<file path="src/rtl/mips_dbg_pkg.sv">
// Shared types and helpers for the MIPS store-bus debug monitor.
package mips_dbg_pkg;

  localparam logic [1:0] MW_NONE = 2'b00;
  localparam logic [1:0] MW_BYTE = 2'b01;
  localparam logic [1:0] MW_HALF = 2'b10;
  localparam logic [1:0] MW_WORD = 2'b11;

  typedef enum logic [1:0] {RUN, DONE, TIMED_OUT} mon_state_t;

  typedef struct packed {
    logic [31:0] addr;
    logic [31:0] data;
    logic [1:0]  size;
  } log_entry_t;

  // Keep only the bytes the store actually writes; upper bits read as zero.
  function automatic logic [31:0] mask_store(input logic [1:0] size, input logic [31:0] data);
    logic [31:0] res;
    case (size)
      MW_BYTE: res = {24'h0, data[7:0]};
      MW_HALF: res = {16'h0, data[15:0]};
      MW_WORD: res = data;
      default: res = 32'h0;
    endcase
    return res;
  endfunction

endpackage

</file>
<file path="src/rtl/sync_fifo.sv">
// First-word-fall-through synchronous FIFO with wrap-bit pointers.
module sync_fifo #(
  parameter int unsigned WIDTH = 66,
  parameter int unsigned DEPTH = 16
) (
  input  logic             clk,
  input  logic             reset,
  input  logic             push,
  input  logic             pop,
  input  logic [WIDTH-1:0] wdata,
  output logic [WIDTH-1:0] rdata,
  output logic             full,
  output logic             empty
);

  localparam int unsigned AW = $clog2(DEPTH);

  logic [WIDTH-1:0] mem_q [DEPTH];
  logic [AW:0]      wptr_q, rptr_q;
  logic             do_pop, do_push;

  assign empty = (wptr_q == rptr_q);
  assign full  = (wptr_q[AW] != rptr_q[AW]) && (wptr_q[AW-1:0] == rptr_q[AW-1:0]);

  // A pop in the same cycle frees the slot, so a push into a full FIFO still lands.
  assign do_pop  = pop & ~empty;
  assign do_push = push & (~full | do_pop);

  assign rdata = mem_q[rptr_q[AW-1:0]];

  always_ff @(posedge clk) begin
    if (reset) begin
      wptr_q <= '0;
      rptr_q <= '0;
    end else begin
      if (do_push) wptr_q <= wptr_q + 1'b1;
      if (do_pop)  rptr_q <= rptr_q + 1'b1;
    end
  end

  always_ff @(posedge clk) begin
    if (do_push) mem_q[wptr_q[AW-1:0]] <= wdata;
  end

endmodule

</file>
<file path="src/rtl/store_bus_monitor.sv">
// Logs CPU data stores into a drainable FIFO, decodes the pass/fail signature store
// and runs a watchdog so program tests terminate without an external checker.
module store_bus_monitor
  import mips_dbg_pkg::*;
#(
  parameter int unsigned DEPTH     = 16,
  parameter logic [31:0] DONE_ADDR = 32'd88,
  parameter logic [31:0] TIMEOUT   = 32'd100000
) (
  input  logic        clk,
  input  logic        reset,
  input  logic [1:0]  memwrite,
  input  logic [31:0] dataadr,
  input  logic [31:0] writedata,
  output logic        log_valid,
  input  logic        log_ready,
  output logic [31:0] log_addr,
  output logic [31:0] log_data,
  output logic [1:0]  log_size,
  output logic        done,
  output logic        pass,
  output logic        timeout,
  output logic [31:0] store_count,
  output logic [15:0] drop_count
);

  mon_state_t  state_q, state_d;
  logic [31:0] wd_q, wd_d;
  logic [31:0] store_count_q, store_count_d;
  logic [15:0] drop_count_q, drop_count_d;
  logic        done_q, done_d, pass_q, pass_d, timeout_q, timeout_d;

  logic        accept, is_sig, wd_expire;
  logic        fifo_full, fifo_empty;
  logic [31:0] masked;
  log_entry_t  push_entry, head;

  assign masked     = mask_store(memwrite, writedata);
  assign accept     = (memwrite != MW_NONE) && (state_q == RUN);
  assign is_sig     = accept && (dataadr == DONE_ADDR);
  assign wd_expire  = (TIMEOUT != 32'd0) && (wd_q == TIMEOUT - 32'd1);
  assign push_entry = '{addr: dataadr, data: masked, size: memwrite};

  sync_fifo #(
    .WIDTH($bits(log_entry_t)),
    .DEPTH(DEPTH)
  ) u_fifo (
    .clk  (clk),
    .reset(reset),
    .push (accept),
    .pop  (log_ready),
    .wdata(push_entry),
    .rdata(head),
    .full (fifo_full),
    .empty(fifo_empty)
  );

  always_comb begin
    state_d       = state_q;
    wd_d          = wd_q;
    store_count_d = store_count_q;
    drop_count_d  = drop_count_q;
    done_d        = done_q;
    pass_d        = pass_q;
    timeout_d     = timeout_q;
    if (state_q == RUN) begin
      if (accept) begin
        store_count_d = store_count_q + 32'd1;
        // Full with a simultaneous pop still accepts the push.
        if (fifo_full && !log_ready && drop_count_q != 16'hFFFF) begin
          drop_count_d = drop_count_q + 16'd1;
        end
      end
      if (is_sig) begin
        done_d  = 1'b1;
        pass_d  = (masked == 32'd0);
        state_d = DONE;
      end else if (wd_expire) begin
        timeout_d = 1'b1;
        state_d   = TIMED_OUT;
      end else if (TIMEOUT != 32'd0) begin
        wd_d = wd_q + 32'd1;
      end
    end
  end

  always_ff @(posedge clk) begin
    if (reset) begin
      state_q       <= RUN;
      wd_q          <= '0;
      store_count_q <= '0;
      drop_count_q  <= '0;
      done_q        <= 1'b0;
      pass_q        <= 1'b0;
      timeout_q     <= 1'b0;
    end else begin
      state_q       <= state_d;
      wd_q          <= wd_d;
      store_count_q <= store_count_d;
      drop_count_q  <= drop_count_d;
      done_q        <= done_d;
      pass_q        <= pass_d;
      timeout_q     <= timeout_d;
    end
  end

  assign log_valid   = ~fifo_empty;
  assign log_addr    = head.addr;
  assign log_data    = head.data;
  assign log_size    = head.size;
  assign done        = done_q;
  assign pass        = pass_q;
  assign timeout     = timeout_q;
  assign store_count = store_count_q;
  assign drop_count  = drop_count_q;

endmodule

</file>
<file path="config.mk">
export PLATFORM = sky130hd
export DESIGN_NAME = store_bus_monitor
export DESIGN_NICKNAME = d
export VERILOG_FILES = /design/src/rtl/mips_dbg_pkg.sv /design/src/rtl/sync_fifo.sv /design/src/rtl/store_bus_monitor.sv
export SDC_FILE = /design/constraint.sdc
export NUM_CORES = 1
export LEC_CHECK = 0
export ABC_AREA = 0
export CAP_MARGIN = 30
export CORE_MARGIN = 10
export CORE_UTILIZATION = 40
export DETAILED_ROUTE_END_ITERATION = 10
export HOLD_SLACK_MARGIN = 0.05
export PLACE_DENSITY_LB_ADDON = 0.25
export SYNTH_ARGS = -nofsm -noshare
export SYNTH_HDL_FRONTEND = slang
export SYNTH_SLANG_ARGS = --single-unit
export TNS_END_PERCENT = 100
</file>
<file path="constraint.sdc">
create_clock -name clk -period 7.2 [get_ports clk]
set_clock_uncertainty 0.1 [all_clocks]
set_input_delay 1.08 -clock clk [delete_from_list [all_inputs] [get_ports clk]]
set_output_delay 1.08 -clock clk [all_outputs]
set_load 0.1 [all_outputs]
</file>
==> impl_metrics.tcl, run 1 <==
set metrics [dict create \
    start_util_pct 40.30 \
    post_cts_buffers 0 \
    track_usage_pct 16.89 \
    postRouteAntennaNets 0 \
    dieArea_um2 125200 \
    die_h_um 353.9 \
    grt_pass1_vias 22892 \
    grt_pass1_wl_mm 157.8 \
    crit_fanout 53 \
    portBuffers 186 \
    syn_avg_cell_area_um2 21.38 \
    antenna_found_initial 10 \
    slew_viol_final 0 \
    firstDrtPassIters 5 \
    fp-row-count 122 \
    vias 21799 \
    grt-ovfl-total 0 \
    worst_pin_slew_ps 1028 \
    timing.final.ws_setup_ps 1537 \
    final_common_cell "edfxtp_1" \
    setup_viol 0 \
    syn2layout_area_growth_pct 18.78 \
    drive_above_1_share_pct 25.05 \
    cts_tree "yes" \
    synth_top_area_share_pct 71.10 \
    yosys.cell_types.count 49 \
    vias_per_cell 5.530 \
    syn_inst 2086 \
    clk_path_buf_depth 3 \
    fin_crit_ps 5663 \
    clkSinkCount 1155 \
    drc 0 \
    h-tree-depth 3 \
    die_w_um 353.9 \
    clk_pin_slew_worst_paths_ps 60 \
    synth-seq-area-share_pct 75.55 \
    fp.coreArea_um2 110700 \
    hold_class "reg2reg" \
    fin_setup_tns_ps 0 \
    place_ws_ps 2013 \
    leakage_nw 16.24 \
    final-hold-violation-count 0 \
    synth_area_leaders "edfxtp_1, mux4_2, dfxtp_1, nor2_1, xnor2_1" \
    wl_mm 106.8 \
    drv_cap 0 \
    ys_warn_count 0 \
    fin_nets 2426 \
    crit_path_end_kind "output pin" \
    cts_buffers 118 \
    synth_seq_cells 1155 \
    clock.fmax_mhz 176.6 \
    yosys.area.top_type "edfxtp_1" \
    start_kind "register" \
    whs_ps 375.8 \
    grt_max_degree 94 \
    cts_hold_buf 0 \
    path_class "reg2out" \
    place_congestion 0.7719 \
    rsz0062_at_grt "false" \
    cts_resized 0 \
    cellPowerDensity_nw_per_um2 321.1 \
    drt-wirelength-per-cell_um 27.09 \
    worstPathRequired_ps 6020 \
    pin_count 187 \
    clk_latency_ps 700 \
    hpwl_mm 57.66 \
    critPathArrivalTime_ps 4480 \
    cts-root-buf "clkbuf_16" \
    drt-initial-drc-count 1872 \
    vdd_drop_max_mv 0.2353 \
    final_cell_mix "edfxtp_1, mux4_2, clkdlybuf4s50_1" \
    status "complete, no violations" \
    period_share_pct 78.65 \
    syn-num-nets 2163 \
    syn_area_um2 44600 \
    max_slew_margin_pct 31.22 \
]
## path summary, 6_finish.rpt
| path | startpoint | endpoint | slack [ps] | depth (start not counted) |
|---|---|---|---|---|
| min | state_q[0] | state_q[0] | 380 | 2 |
| max reg2reg | state_q[0] | u_fifo.mem_q[5][52] | 3340 | 6 |
| min reg2reg | state_q[0] | state_q[0] | 380 | 2 |
| max | register | log_data[15] | 1540 | 4 |
## metal layers
| layer | track usage (%) | up-vias | routed length (um) |
|---|---|---|---|
| met5 | 0 | - | 46 |
| met4 | 4.169 | 8 | 1926 |
| met3 | 4.135 | 133 | 7559 |
| met2 | 27.43 | 715 | 52030 |
| met1 | 22.83 | 11709 | 45230 |
| li1 | - | 9234 | - |
## critical path, cell delays in order, from the launching register on
cell	delay, ps
dfxtp_4	830
buf_4	840
mux4_2	430
mux4_2	540
clkdlybuf4s50_1	1000
## kinds of logic after synthesis
group           synth area share, %
buf+inv                       1.153
flops                         75.55
compound gates               0.7435
fa+ha+maj                    0.2245
simple gates                  4.245
mux                           16.89
xor+xnor                      1.198
## where the power goes
| part | total [W] | internal, W | switching, W |
|---|---|---|---|
| clock | 0.00624 | 0.00367 | 0.00257 |
| sequential | 0.00757 | 0.00747 | 0.0000956 |
| combinational | 0.00320 | 0.00124 | 0.00196 |
| total | 0.0170 | 0.0124 | 0.00463 |
## sequential cells by signal (all words and copies together), names as in the netlist, named ones only
name and count:
timeout 1, pass 1, drop_count 16, done 1
state_q 2, u_fifo.rptr_q 5, u_fifo.wptr_q 5, wd_q 32
store_count 32, u_fifo.mem_q 1056
## stage by stage
step                      util (%)  cells  cell area [um^2]  power, W
after detailed placement     44.21   3714             48930   0.01096
after CTS                    47.82   3936             52930   0.01721
after floorplan                  -   2086             44600   0.01003
final                        47.87   3942             52970   0.01701
after global routing         47.87   3942             52970   0.01762
after global placement       43.81   3697             48480   0.01083
## cell type report
type	instances	area, um^2
diodes	3	7.507
clock buffers	133	3030
clock inverters	89	968.4
fillers	9005	57690
inverters	13	48.80
multi-input cells	814	10500
flip-flops and latches	1155	33710
well taps	1488	1862
repair buffers	247	2848
## synthesized netlist by cell type (all sizes together)
| cell type | count |
|---|---|
| a21boi | 2 |
| a21oi | 28 |
| a31o | 4 |
| a31oi | 1 |
| and2 | 9 |
| and3 | 26 |
| and4 | 8 |
| and4b | 1 |
| buf | 47 |
| clkbuf | 57 |
| dfxtp | 99 |
| edfxtp | 1056 |
| ha | 8 |
| inv | 13 |
| mux2 | 8 |
| mux2i | 1 |
| mux4 | 330 |
| nand2 | 37 |
| nand2b | 6 |
| nand3 | 34 |
| nand4 | 22 |
| nor2 | 106 |
| nor2b | 16 |
| nor3 | 22 |
| nor3b | 2 |
| nor4 | 27 |
| nor4b | 4 |
| nor4bb | 3 |
| o2111ai | 1 |
| o21ai | 17 |
| o31ai | 5 |
| or2 | 1 |
| or3 | 13 |
| or3b | 1 |
| or4 | 10 |
| xnor2 | 39 |
| xor2 | 22 |
Power figures use the tool's default switching activity.
==> run 2, diff against run 1 <==
Clock period 7.2 ns to 4.7 ns, I/O delays scaled along.
==> run 2 against run 1 <==
Net effect:
- worst setup slack got worse by 990 ps
- combinational power rose by 48%
- via count fell by 0.67%
- critical path depth fell by 1
- power rose by 48%
- worst hold slack got worse by 140 ps
- wire length fell by 3.6%
- sequential cell count did not move
- register-to-register slack got worse by 1800 ps
- first-iteration DRC count fell by 1.5%
- clock power rose by 42%
- sequential power rose by 52%
- critical endpoint is now log_data[9]
==> impl_metrics.tcl, run 2 (synthesis gave the netlist of run 1 again) <==
set metrics [dict create \
    largest_reg_flops 1056 \
    crit_family "multiplexers" \
    drive_above_1_share_pct 27.49 \
    clock.fmax_mhz 241.1 \
    cp_num_buf_inv 1 \
    cts-root-buf "clkbuf_16" \
    post_cts_buffers 0 \
    clk_latency_ps 690 \
    vias_per_cell 5.493 \
    hold_class "in2reg" \
    path_cells "mux4_2 -> mux4_2 -> clkdlybuf4s50_1" \
    clkSinkCount 1155 \
    syn2layout_area_growth_pct 17.62 \
    wl_mm 102.9 \
    vdd_drop_max_mv 0.3120 \
    cts_resized 0 \
    crit_fanout 11 \
    fillers 8997 \
    cellPowerDensity_nw_per_um2 478.5 \
    clk_path_buf_depth 3 \
    drt-initial-drc-count 1843 \
    critPathSlowestCell "clkdlybuf4s50_1" \
    antenna_found_initial 13 \
    final-hold-violation-count 0 \
    grt.met1_usage_pct 22.17 \
    postRouteAntennaNets 0 \
    die_w_um 353.9 \
    drc 0 \
    whs_ps 237.3 \
    cts_buffers 115 \
    placed_cells 3727 \
    cts_tree "yes" \
    firstDrtPassIters 5 \
    grt_pass1_wl_mm 153.4 \
    place_congestion 0.7843 \
    pin_count 187 \
    drt-wirelength-per-cell_um 26.11 \
    multi_input_area_um2 10520 \
    finalPower_w 0.02510 \
    fp-row-count 122 \
    worst_pin_slew_ps 1020 \
    dieArea_um2 125200 \
    grt_max_degree 121 \
    slew_viol_final 0 \
    track_usage_pct 16.24 \
    start_util_pct 40.30 \
    clk_pin_slew_worst_paths_ps 60 \
    fp.coreArea_um2 110700 \
    start_kind "register" \
    final_cell_mix "edfxtp_1, mux4_2, clkdlybuf4s50_1" \
    leakage_nw 16.15 \
    globalRouteMet3Util_pct 3.771 \
    crit_path_frequent_cell "mux4_2" \
    grt_pass1_vias 22684 \
    path_class "reg2out" \
    grt-ovfl-total 0 \
    critPathArrivalTime_ps 3340 \
    max_slew_margin_pct 31.76 \
    register_area_um2 33710 \
    setup_viol 0 \
    vias 21654 \
    fin_setup_tns_ps 0 \
    fin_nets 2436 \
    drv_cap 0 \
    critPathMaxStageDelay_ps 1020 \
    rsz0062_at_grt "false" \
    finalNonFillerCells 3942 \
    crit_path_end_kind "output pin" \
    top_usage_layer "met2" \
    met2_usage_pct 26.62 \
    worstPathRequired_ps 3890 \
    portBuffers 186 \
    h-tree-depth 3 \
    cts_hold_buf 0 \
    final_common_cell "edfxtp_1" \
    hpwl_mm 55.60 \
    period_share_pct 88.26 \
    status "complete, no violations" \
    die_h_um 353.9 \
    fin_crit_ps 4148 \
]
[run 2: layout make-up]
class / count / share of cell area, %
antenna: 2 / 0.009541
clock buffer: 143 / 5.784
clock inverter: 67 / 1.152
inverter: 13 / 0.09303
multi-input combinational: 814 / 20.06
sequential: 1155 / 64.26
tap: 1488 / 3.549
timing repair buffer: 260 / 5.095
[run 2: layer usage]
metal | share of wire (%) | vias to the layer above
li1 | - | 9227
met1 | 43 | 11665
met2 | 49 | 615
met3 | 6.5 | 125
met4 | 1.4 | 22
met5 | 0.15 | -
[run 2: path summary, 6_finish.rpt]
kind,cells after the start,to,from,slack (ps)
setup / recovery,3,log_data[9],register,550
setup reg to reg,6,u_fifo.mem_q[1][37],u_fifo.wptr_q[3],1490
hold reg to reg,2,state_q[1],state_q[1],370
hold / removal,2,drop_count[15],reset,240
[run 2: stage by stage]
stage                     utilization (%)  setup WS [ps]  instance area, um^2
final                               47.40          551.6                52460
after global routing                47.40          380.0                52450
after CTS                           47.36          442.6                52410
after detailed placement            44.07          719.3                48770
after global placement              43.93          778.0                48620
after floorplan                         -         -284.4                44630
[run 2: power by group]
part           internal (W)  switching (W)
clock network       0.00510        0.00374
registers            0.0114      0.0000863
logic               0.00174        0.00299
total                0.0183        0.00682
==> run 3, diff against run 2 <==
Settings changed: CORE_MARGIN 10 to 2.
==> run 3 against run 2 <==
Net effect:
- critical path depth increased by 1
- worst setup slack improved by 13 ps
- worst hold slack about the same
- global-route usage increased by 2.0 points
- final area decreased by 0.11%
- fmax increased by 0.32%
- sequential cell count unchanged
- sequential power about the same
- sequential share of layout area increased by 0.071 points
==> impl_metrics.tcl, run 3 (synthesis gave the netlist of run 1 again) <==
set metrics [dict create \
    final_util_pct 47.35 \
    vias_per_cell 5.510 \
    post_cts_buffers 0 \
    fp-row-count 122 \
    vdd_drop_max_mv 0.3348 \
    critPathSlowestCell "clkdlybuf4s50_1" \
    rsz0062_at_grt "false" \
    critPathMaxStageDelay_ps 1050 \
    final_cell_mix "edfxtp_1, mux4_2, buf_4" \
    antenna_found_initial 9 \
    fillers 9015 \
    place_congestion 0.8003 \
    wl_mm 103.2 \
    cts_resized 0 \
    final-hold-violation-count 0 \
    reg2reg_depth 6 \
    final_design_area_no_fill_um2 52400 \
    clk_pin_slew_worst_paths_ps 60 \
    portBuffers 186 \
    syn2layout_area_growth_pct 17.49 \
    drt-wirelength-per-cell_um 26.13 \
    slew_viol_final 0 \
    final_common_cell "edfxtp_1" \
    place_ws_ps 559.2 \
    grt_max_degree 110 \
    grt-ovfl-total 0 \
    drv_cap 0 \
    cp_num_buf_inv 1 \
    status "complete, no violations" \
    h-tree-depth 3 \
    setup_viol 0 \
    placed_cells 3733 \
    pin_count 187 \
    clk_path_buf_depth 3 \
    track_usage_pct 18.21 \
    fin_crit_ps 4135 \
    cts_buffers 114 \
    cts_hold_buf 0 \
    grt_pass1_wl_mm 151.5 \
    start_util_pct 40.30 \
    hpwl_mm 56.11 \
    max_slew_margin_pct 31.91 \
    period_share_pct 87.98 \
    cts_tree "yes" \
    hold_class "in2reg" \
    start_kind "register" \
    clkSinkCount 1155 \
    leakage_nw 16.16 \
    path_cells "xor2_1 -> nor4_2 -> nand2_1 -> clkdlybuf4s50_1" \
    postRouteAntennaNets 0 \
    rr_startpoint "u_fifo.wptr_q[3]" \
    grt_pass1_vias 22589 \
    r2r-end "drop_count[14]" \
    drive_above_1_share_pct 28.15 \
    path_class "reg2out" \
    place_area_um2 48700 \
    vias 21753 \
    fp.coreArea_um2 110700 \
    worstHoldPathCells 2 \
    dieArea_um2 114200 \
    crit_path_end_kind "output pin" \
    cellPowerDensity_nw_per_um2 480.6 \
    hp-start "reset" \
    crit_fanout 10 \
    finalNonFillerCells 3948 \
    critPathArrivalTime_ps 3330 \
    drt-initial-drc-count 2356 \
    firstDrtPassIters 5 \
    clock.fmax_mhz 241.8 \
    die_w_um 337.9 \
    die_h_um 337.9 \
    largest_reg_flops 1056 \
    worst_pin_slew_ps 1018 \
    cts-root-buf "clkbuf_16" \
    holdPathEnd "drop_count[12]" \
    fin_nets 2441 \
    finalPower_w 0.02518 \
    crit_family "buffers and inverters" \
    clk_latency_ps 710 \
    drc 0 \
    worstPathRequired_ps 3890 \
    r2r_slack_ps 1530 \
    timing.final.ws_setup_ps 564.9 \
]
run 3: changes by cell type in the layout (fill, tap and decap cells not counted), sizes merged, moves of 3 or more:
cell	delta
clkbuf	+3
inv	+3
buf	+6
clkinv	-5
run 3: layout make-up:
cell class / instances / area, um^2 / area share (%)
Antenna cell: 2 / 5.005 / 0.009552
Tap cell: 1488 / 1862 / 3.553
Timing Repair Buffer: 266 / 2592 / 4.948
Clock buffer: 145 / 3063 / 5.846
Clock inverter: 65 / 585.6 / 1.118
Sequential cell: 1155 / 33710 / 64.33
Multi-Input combinational cell: 814 / 10530 / 20.10
Inverter: 13 / 48.80 / 0.09313
run 3: worst max-delay path by stage:
stage	cells after the start	slack (ps)	start	end
2_1_floorplan	6	-280	memwrite[1]	u_fifo.mem_q[10][0]
3_3_place_gp	7	640	dataadr[18]	wd_q[22]
3_5_place_dp	7	560	dataadr[18]	wd_q[22]
4_1_cts	4	510	u_fifo.wptr_q[3]	log_valid
5_1_grt	4	390	u_fifo.wptr_q[3]	log_valid
6_report	4	560	u_fifo.wptr_q[3]	log_valid
run 3: metal layers:
layer	routed length, um	vias to the layer above	global-route usage (%)
met5	110	-	0
met4	1953	16	4.889
met3	6432	132	3.369
met2	50610	675	29.84
met1	44070	11670	25.16
li1	-	9260	-
run 3: report_power, final:
part / switching (W) / leakage [nW] / internal, W
Clock: 0.00379 / 1.80 / 0.00510
Combinational: 0.00301 / 3.90 / 0.00174
Sequential: 0.000102 / 10.5 / 0.0114
Total: 0.00690 / 16.2 / 0.0183
run 3: per-stage QoR:
step | setup TNS (ps) | hold WS, ps
after detailed placement | 0 | 354.6
after global routing | 0 | 216.2
after global placement | 0 | 344.8
final | 0 | 237.5
after CTS | 0 | 368.5
after floorplan | -153050 | 328.5
